File: config.mk
export PLATFORM = sky130hd
export DESIGN_NAME = ground_scroller
export DESIGN_NICKNAME = d
export VERILOG_FILES = /design/src/rtl/flappy_pkg.sv /design/src/rtl/ground_scroller.sv
export SDC_FILE = /design/constraint.sdc
export NUM_CORES = 1
export LEC_CHECK = 0
export ABC_AREA = 1
export CORE_MARGIN = 5
export CORE_UTILIZATION = 35
export CTS_CLUSTER_SIZE = 25
export DETAILED_ROUTE_END_ITERATION = 8
export GPL_ROUTABILITY_DRIVEN = 0
export PLACE_DENSITY = 0.78
export SYNTH_ARGS = -nofsm -noshare
export SYNTH_HDL_FRONTEND = slang
export SYNTH_SLANG_ARGS = --single-unit
File: constraint.sdc
create_clock -name clk -period 2.05 [get_ports clk]
set_input_delay 0.205 -clock clk [delete_from_list [all_inputs] [get_ports clk]]
set_output_delay 0.205 -clock clk [all_outputs]
set_load 0.05 [all_outputs]
File: src/rtl/flappy_pkg.sv
// +----------------------------------------------------------------------+
// | flappy_pkg : screen constants and ground scroller state encoding      |
// | Rev 1.0                                                               |
// +----------------------------------------------------------------------+
`default_nettype none

package flappy_pkg;

   localparam int H_ACTIVE = 640;
   localparam int V_ACTIVE = 480;

   typedef enum logic [1:0] {
      GS_IDLE   = 2'd0,
      GS_SCROLL = 2'd1,
      GS_CRASH  = 2'd2
   } ground_state_t;

endpackage

`default_nettype wire

File: src/rtl/ground_scroller.sv
// +----------------------------------------------------------------------+
// | ground_scroller : striped scrolling ground band with crash detection  |
// | Rev 1.0                                                               |
// +----------------------------------------------------------------------+
`default_nettype none

module ground_scroller
   import flappy_pkg::*;
#(
   parameter int Y_TOP    = 465,
   parameter int Y_BOT    = 479,
   parameter int STRIPE_W = 16,
   parameter int SPD_W    = 3
) (
   input  logic             clk,
   input  logic             reset,
   input  logic [9:0]       x,
   input  logic [9:0]       y,
   input  logic             frame_tick,
   input  logic             start,
   input  logic [SPD_W-1:0] speed,
   input  logic [9:0]       bird_bot,
   output logic             ground_on,
   output logic             stripe,
   output logic             hit,
   output logic             scrolling
);

   localparam int          STRIPE_LOG = $clog2(STRIPE_W);
   localparam int          OFS_W      = STRIPE_LOG + 1;
   localparam int          SUM_W      = ((SPD_W > OFS_W) ? SPD_W : OFS_W) + 1;
   localparam logic [9:0]  Y_TOP_L    = 10'(Y_TOP);
   localparam logic [9:0]  Y_BOT_L    = 10'(Y_BOT);

   if ((STRIPE_W < 2) || (STRIPE_W > 64) ||
       ((STRIPE_W & (STRIPE_W - 1)) != 0) || (Y_TOP > Y_BOT)) begin : g_bad_param
      $error("ground_scroller: STRIPE_W must be a power of two in 2..64 and Y_TOP <= Y_BOT");
   end

   ground_state_t    state_q, state_d;
   logic [OFS_W-1:0] offset_q, offset_d;
   logic             ground_on_q, ground_on_d;
   logic             stripe_q, stripe_d;

   always_comb begin
      state_d  = state_q;
      offset_d = offset_q;
      case (state_q)
         GS_IDLE: begin
            if (start) begin
               state_d  = GS_SCROLL;
               offset_d = '0;
            end
         end
         GS_SCROLL: begin
            // start is ignored here; only the frame tick matters
            if (frame_tick) begin
               if (bird_bot >= Y_TOP_L) begin
                  state_d = GS_CRASH;
               end else begin
                  offset_d = OFS_W'((SUM_W'(offset_q) + SUM_W'(speed)) %
                                    SUM_W'(2 * STRIPE_W));
               end
            end
         end
         GS_CRASH: begin
            if (start) begin
               state_d  = GS_SCROLL;
               offset_d = '0;
            end
         end
         default: begin
            state_d  = GS_IDLE;
            offset_d = '0;
         end
      endcase
   end

   // Stripe colour is the STRIPE_W bit of the full 11-bit scrolled column
   always_comb begin
      ground_on_d = (y >= Y_TOP_L) && (y <= Y_BOT_L);
      stripe_d    = ground_on_d &&
                    ((({1'b0, x} + 11'(offset_q)) & 11'(STRIPE_W)) != 11'd0);
   end

   always_ff @(posedge clk) begin
      if (reset) begin
         state_q     <= GS_IDLE;
         offset_q    <= '0;
         ground_on_q <= 1'b0;
         stripe_q    <= 1'b0;
      end else begin
         state_q     <= state_d;
         offset_q    <= offset_d;
         ground_on_q <= ground_on_d;
         stripe_q    <= stripe_d;
      end
   end

   assign ground_on = ground_on_q;
   assign stripe    = stripe_q;
   assign hit       = (state_q == GS_CRASH);
   assign scrolling = (state_q == GS_SCROLL);

endmodule

`default_nettype wire

# [Word-level counts from Yosys, hierarchy flattened]
# Index checks and enable logic that the tools add are counted.
[op_classes] n_addsub=2 mul=0 n_div=0 magnitude_cmp=3 n_eq_ne=6 n_shift=0 n_mux=8 n_bitwise=0 reduce_logical=6
[op_table] op=">= comparator 10 x 9 -> 1 bit (second input constant)" n=2
[op_table] op="two-way mux 5 bit" n=3
[op_table] op="<= comparator 10 x 9 -> 1 bit (second input constant)" n=1
[op_table] op="one-hot mux 5 bit (2 select lines)" n=1
[op_table] op="two-way mux 2 bit" n=3
[op_table] op="AND reduction 3 bit" n=2
[op_table] op="adder 5 x 3 -> 5 bit" n=1
[op_table] op="adder 5 bit" n=1
[op_table] op="!= test 2 x 1 -> 1 bit (second input constant)" n=2
[op_table] op="!= test 2 bit (second input constant)" n=2
[op_table] op="one-hot mux 2 bit (2 select lines)" n=1
[op_table] op="== test 2 x 1 -> 1 bit (second input constant)" n=1
[op_table] op="== test 2 bit (second input constant)" n=1
[op_table] op="logical AND 1 bit" n=2
[op_table] op="zero test 2 bit" n=1
[op_table] op="OR reduction 2 bit" n=1
[word_totals] register_bits=9 latchBits=0 mem_bits_rw=0 romBits=0 word_cells=29 memories=0

# [Logic depth before layout (Yosys ltp)]
[depth] ltp_word=4 depth_mapped=11 mapped_depth_nobuf=11

# [Least setup slack after synthesis]
# Ideal clock, no wire load.
[synth_timing] path_kind="reg-to-reg" from="register offset_q[0]" to="register offset_q[4]" setup_ps=64 arrival_ps=1430 slack_ps=556 stages_incl_launch_ff=12 n_path_buf=0 period_less_slack_ps=1494 cell_sequence="dfxtp_1 -> ha_1 -> fa_1 -> nand2_1 -> inv_1 -> nor2_1 -> nor2_1 -> nand2_1 -> nand3_1 -> nand3_1 -> nand2_1 -> nor2_1"
[synth_between] elab_chain_len=4
[synth_rtl] item="start, declared" line="ground_scroller.sv:41" source="logic [OFS_W-1:0] offset_q, offset_d;"
[synth_rtl] item="start signal, assigned" line="ground_scroller.sv:94" source="offset_q <= offset_d;"
[synth_rtl] item="adder 5 x 3 -> 5 bit" line="ground_scroller.sv:61" source="offset_d = OFS_W'((SUM_W'(offset_q) + SUM_W'(speed)) %"
[synth_rtl] item="two-way mux 5 bit" line="ground_scroller.sv:58" source="if (bird_bot >= Y_TOP_L) begin"
[synth_rtl] item="two-way mux 5 bit" line="ground_scroller.sv:57" source="if (frame_tick) begin"
[synth_rtl] item="one-hot mux 5 bit (2 select lines)" line="ground_scroller.sv:48" source="case (state_q)"
# No other way between the ends. The select of a mux whose other input is x is not followed.
# A chain may end at the register's enable or synchronous reset.

# [Worst setup path in the final report]
[layout_timing] from="register state_q[0]" to="output scrolling"
[layout_between] elab_chain_len=1
[layout_rtl] item="start, declared" line="ground_scroller.sv:40" source="ground_state_t state_q, state_d;"
[layout_rtl] item="start signal, assigned" line="ground_scroller.sv:93" source="state_q <= state_d;"
[layout_rtl] item="== test 2 x 1 -> 1 bit" line="ground_scroller.sv:103" source="assign scrolling = (state_q == GS_SCROLL);"
[layout_rtl] item="end, declared" line="ground_scroller.sv:26" source="output logic scrolling"
# No other way between the ends.

==> results.toml <==
[sta]
min_period_ns = 1.93
fin_tns_setup_ns = 0
fin_skew_ns = 0.00192
worstMarginPinSlew_ns = 0.500
slew_headroom_pct = 66.6
max_clock_freq_mhz = 518
rsz0062_at_grt = "no"
finalSetupViolations = 0
finalCritPeriodShare_pct = 94.2
timing.hold.ws_ns = 0.498
finalHoldViolCount = 0
slew_viol_final = 0

[clocking]
cts.sinks = 9
cts.clk_slew.worst_paths_ns = 0.06
htree_levels = 1
cts_setup_buffers = 0
cts_resized = 0
cts_root_buf = "clkbuf_4"
insertion_delay_ns = 0.26
clockBufferDepth = 2
numCtsBuffers = 3
cts_tree = "done"
cts_hold_buf = 0

[grt]
track_usage_pct = 13.2
grt.overflow.total = 0
grt_max_degree = 11
grt_pass1_wl_um = 2600
grt_pass1_vias = 648
antenna_found_initial = 0

[yosys]
synth_top_area_cell = "dfxtp_1"
netlist_area_um2 = 642
netlist_top_cells_count = "23 x nand2_1, 13 x nand3_1, 13 x nor2_1"
yosysSeqAreaShare_pct = 28.1
syn_avg_cell_area_um2 = 6.69
synth-seq-cells = 9
synth.distinct_cells = 22
syn_nets = 140
synth_area_leaders = "dfxtp_1 28%, nand2_1 13%, ha_1 12%"
synth-edff-count = 0
synthCells = 96
post-synth-top-count-cell = "nand2_1"
synth_warnings = 0
yosysTopAreaCellShare_pct = 28.1
synthArstFlopShare_pct = 0
synthFlopType = "dfxtp_1"

[setup_path]
cp-start-kind = "flop"
crit_arrival_ns = 1.73
cp_cell_sequence = "inv_2, nor2_4, clkdlybuf4s50_1"
cp-end-kind = "output port"
worstSetupPathType = "reg2out"
path_delay_family = "buffers and inverters"
slowest_delay_ns = 0.83
crit_buf_inv = 2
worst_path_max_delay_cell = "clkdlybuf4s50_1"
crit_required_ns = 1.85
crit_fanout = 7

[floorplan]
coreArea_um2 = 1730
die_y_um = 52.8
boundaryPins = 41
initial_core_util_pct = 37.2
die-width_um = 52.8
rows = 15
dieArea_um2 = 2790

[pwr]
power_density_nw_per_um2 = 489
leakage_nw = 0.490
ir_drop_mv = 0.386
power_mw = 0.514

[routing]
avgRoutedWirePerCell_um = 10.5
first_pass_iters = 4
antenna_left = 0
routed_wirelength_um = 1680
vias = 753
drt-initial-drc-count = 13
drc = 0
via_per_inst = 4.71

[min_path]
hold_class = "reg2reg"

[run]
max_cap_violations = 0

[status]
status = "finished clean"

[placement]
io_buffers = 35
hpwlAfterDp_um = 1460

[cells_and_area]
n_antenna_cell = 0
syn2layout_area_growth_pct = 63.5
utilization_pct = 60.8
drive_gt1_share_pct = 6.67
layout.nets = 180
## layout by cell type, fill, tap and decap left out, types with 2 or more instances in the layout
cell / instances
inv_2: 2
inv_1: 9
nand2_1: 23
nor2_1: 13
ha_1: 6
clkdlybuf4s50_1: 35
nand3_1: 13
a21oi_1: 7
clkbuf_4: 3
dfxtp_1: 9
## final cells by class
type,count,area [µm²]
Timing Repair Buffer,35,350
Fill cell,166,677
Inverter,12,45.0
Multi-Input combinational cell,75,417
Tap cell,25,31.3
Sequential cell,9,180
Clock buffer,4,26.3
## registers in the layout, indices dropped and copies added, names as in the netlist
name	cells
offset_q	5
state_q	2
ground_on	1
stripe	1
## stage by stage
stage / std cells / setup slack (ns) / area (µm²)
after floorplan: 96 / 0.556 / 642
after global placement: 156 / 0.161 / 1020
after detailed placement: 156 / 0.150 / 1020
after CTS: 160 / 0.114 / 1050
after global routing: 160 / 0.0673 / 1050
final: 160 / 0.118 / 1050
## path summary, 6_finish.rpt
path	start	to	slack, ns	cells past startpoint
setup / recovery	state_q[0]	scrolling	0.12	3
hold reg to reg	offset_q[0]	offset_q[0]	0.50	2
hold / removal	offset_q[0]	offset_q[0]	0.50	2
setup reg to reg	offset_q[0]	offset_q[4]	0.45	11
## report_power, final
group / switching [mW] / internal (mW) / total [mW]
Combinational: 0.0811 / 0.0963 / 0.177
Clock: 0.0623 / 0.0750 / 0.137
Sequential: 0.0123 / 0.186 / 0.199
Total: 0.156 / 0.358 / 0.514
## cell families (layout without fill, tap and decap cells)
logic type / Yosys count / count (layout) / share of synthesized area (%)
buffers and inverters: 12 / 51 / 7.02
adder cells (fa/ha/maj): 7 / 7 / 14.8
AO/OA/AOI/OAI: 11 / 11 / 9.75
AND/OR/NAND/NOR: 56 / 56 / 39.0
flip-flops: 9 / 9 / 28.1
XOR/XNOR: 1 / 1 / 1.36
## worst reg2reg max path, stage by stage (launching register included)
cell and delay (ns):
dfxtp_1 0.33, ha_1 0.21, fa_1 0.38, nand2_1 0.07
inv_1 0.05, nor2_1 0.12, nor2_1 0.05, nand2_1 0.05
nand3_1 0.07, nand3_1 0.08, nand2_1 0.05, nor2_1 0.07
## per-layer routing
metal | vias to the layer above | routed length (µm) | global-route usage, %
li1 | 395 | - | -
met5 | - | 0 | 0
met4 | 0 | 13 | 2.55
met1 | 335 | 673 | 12.7
met2 | 21 | 886 | 24.4
met3 | 2 | 109 | 7.12
(Power assumes the default switching activity.)
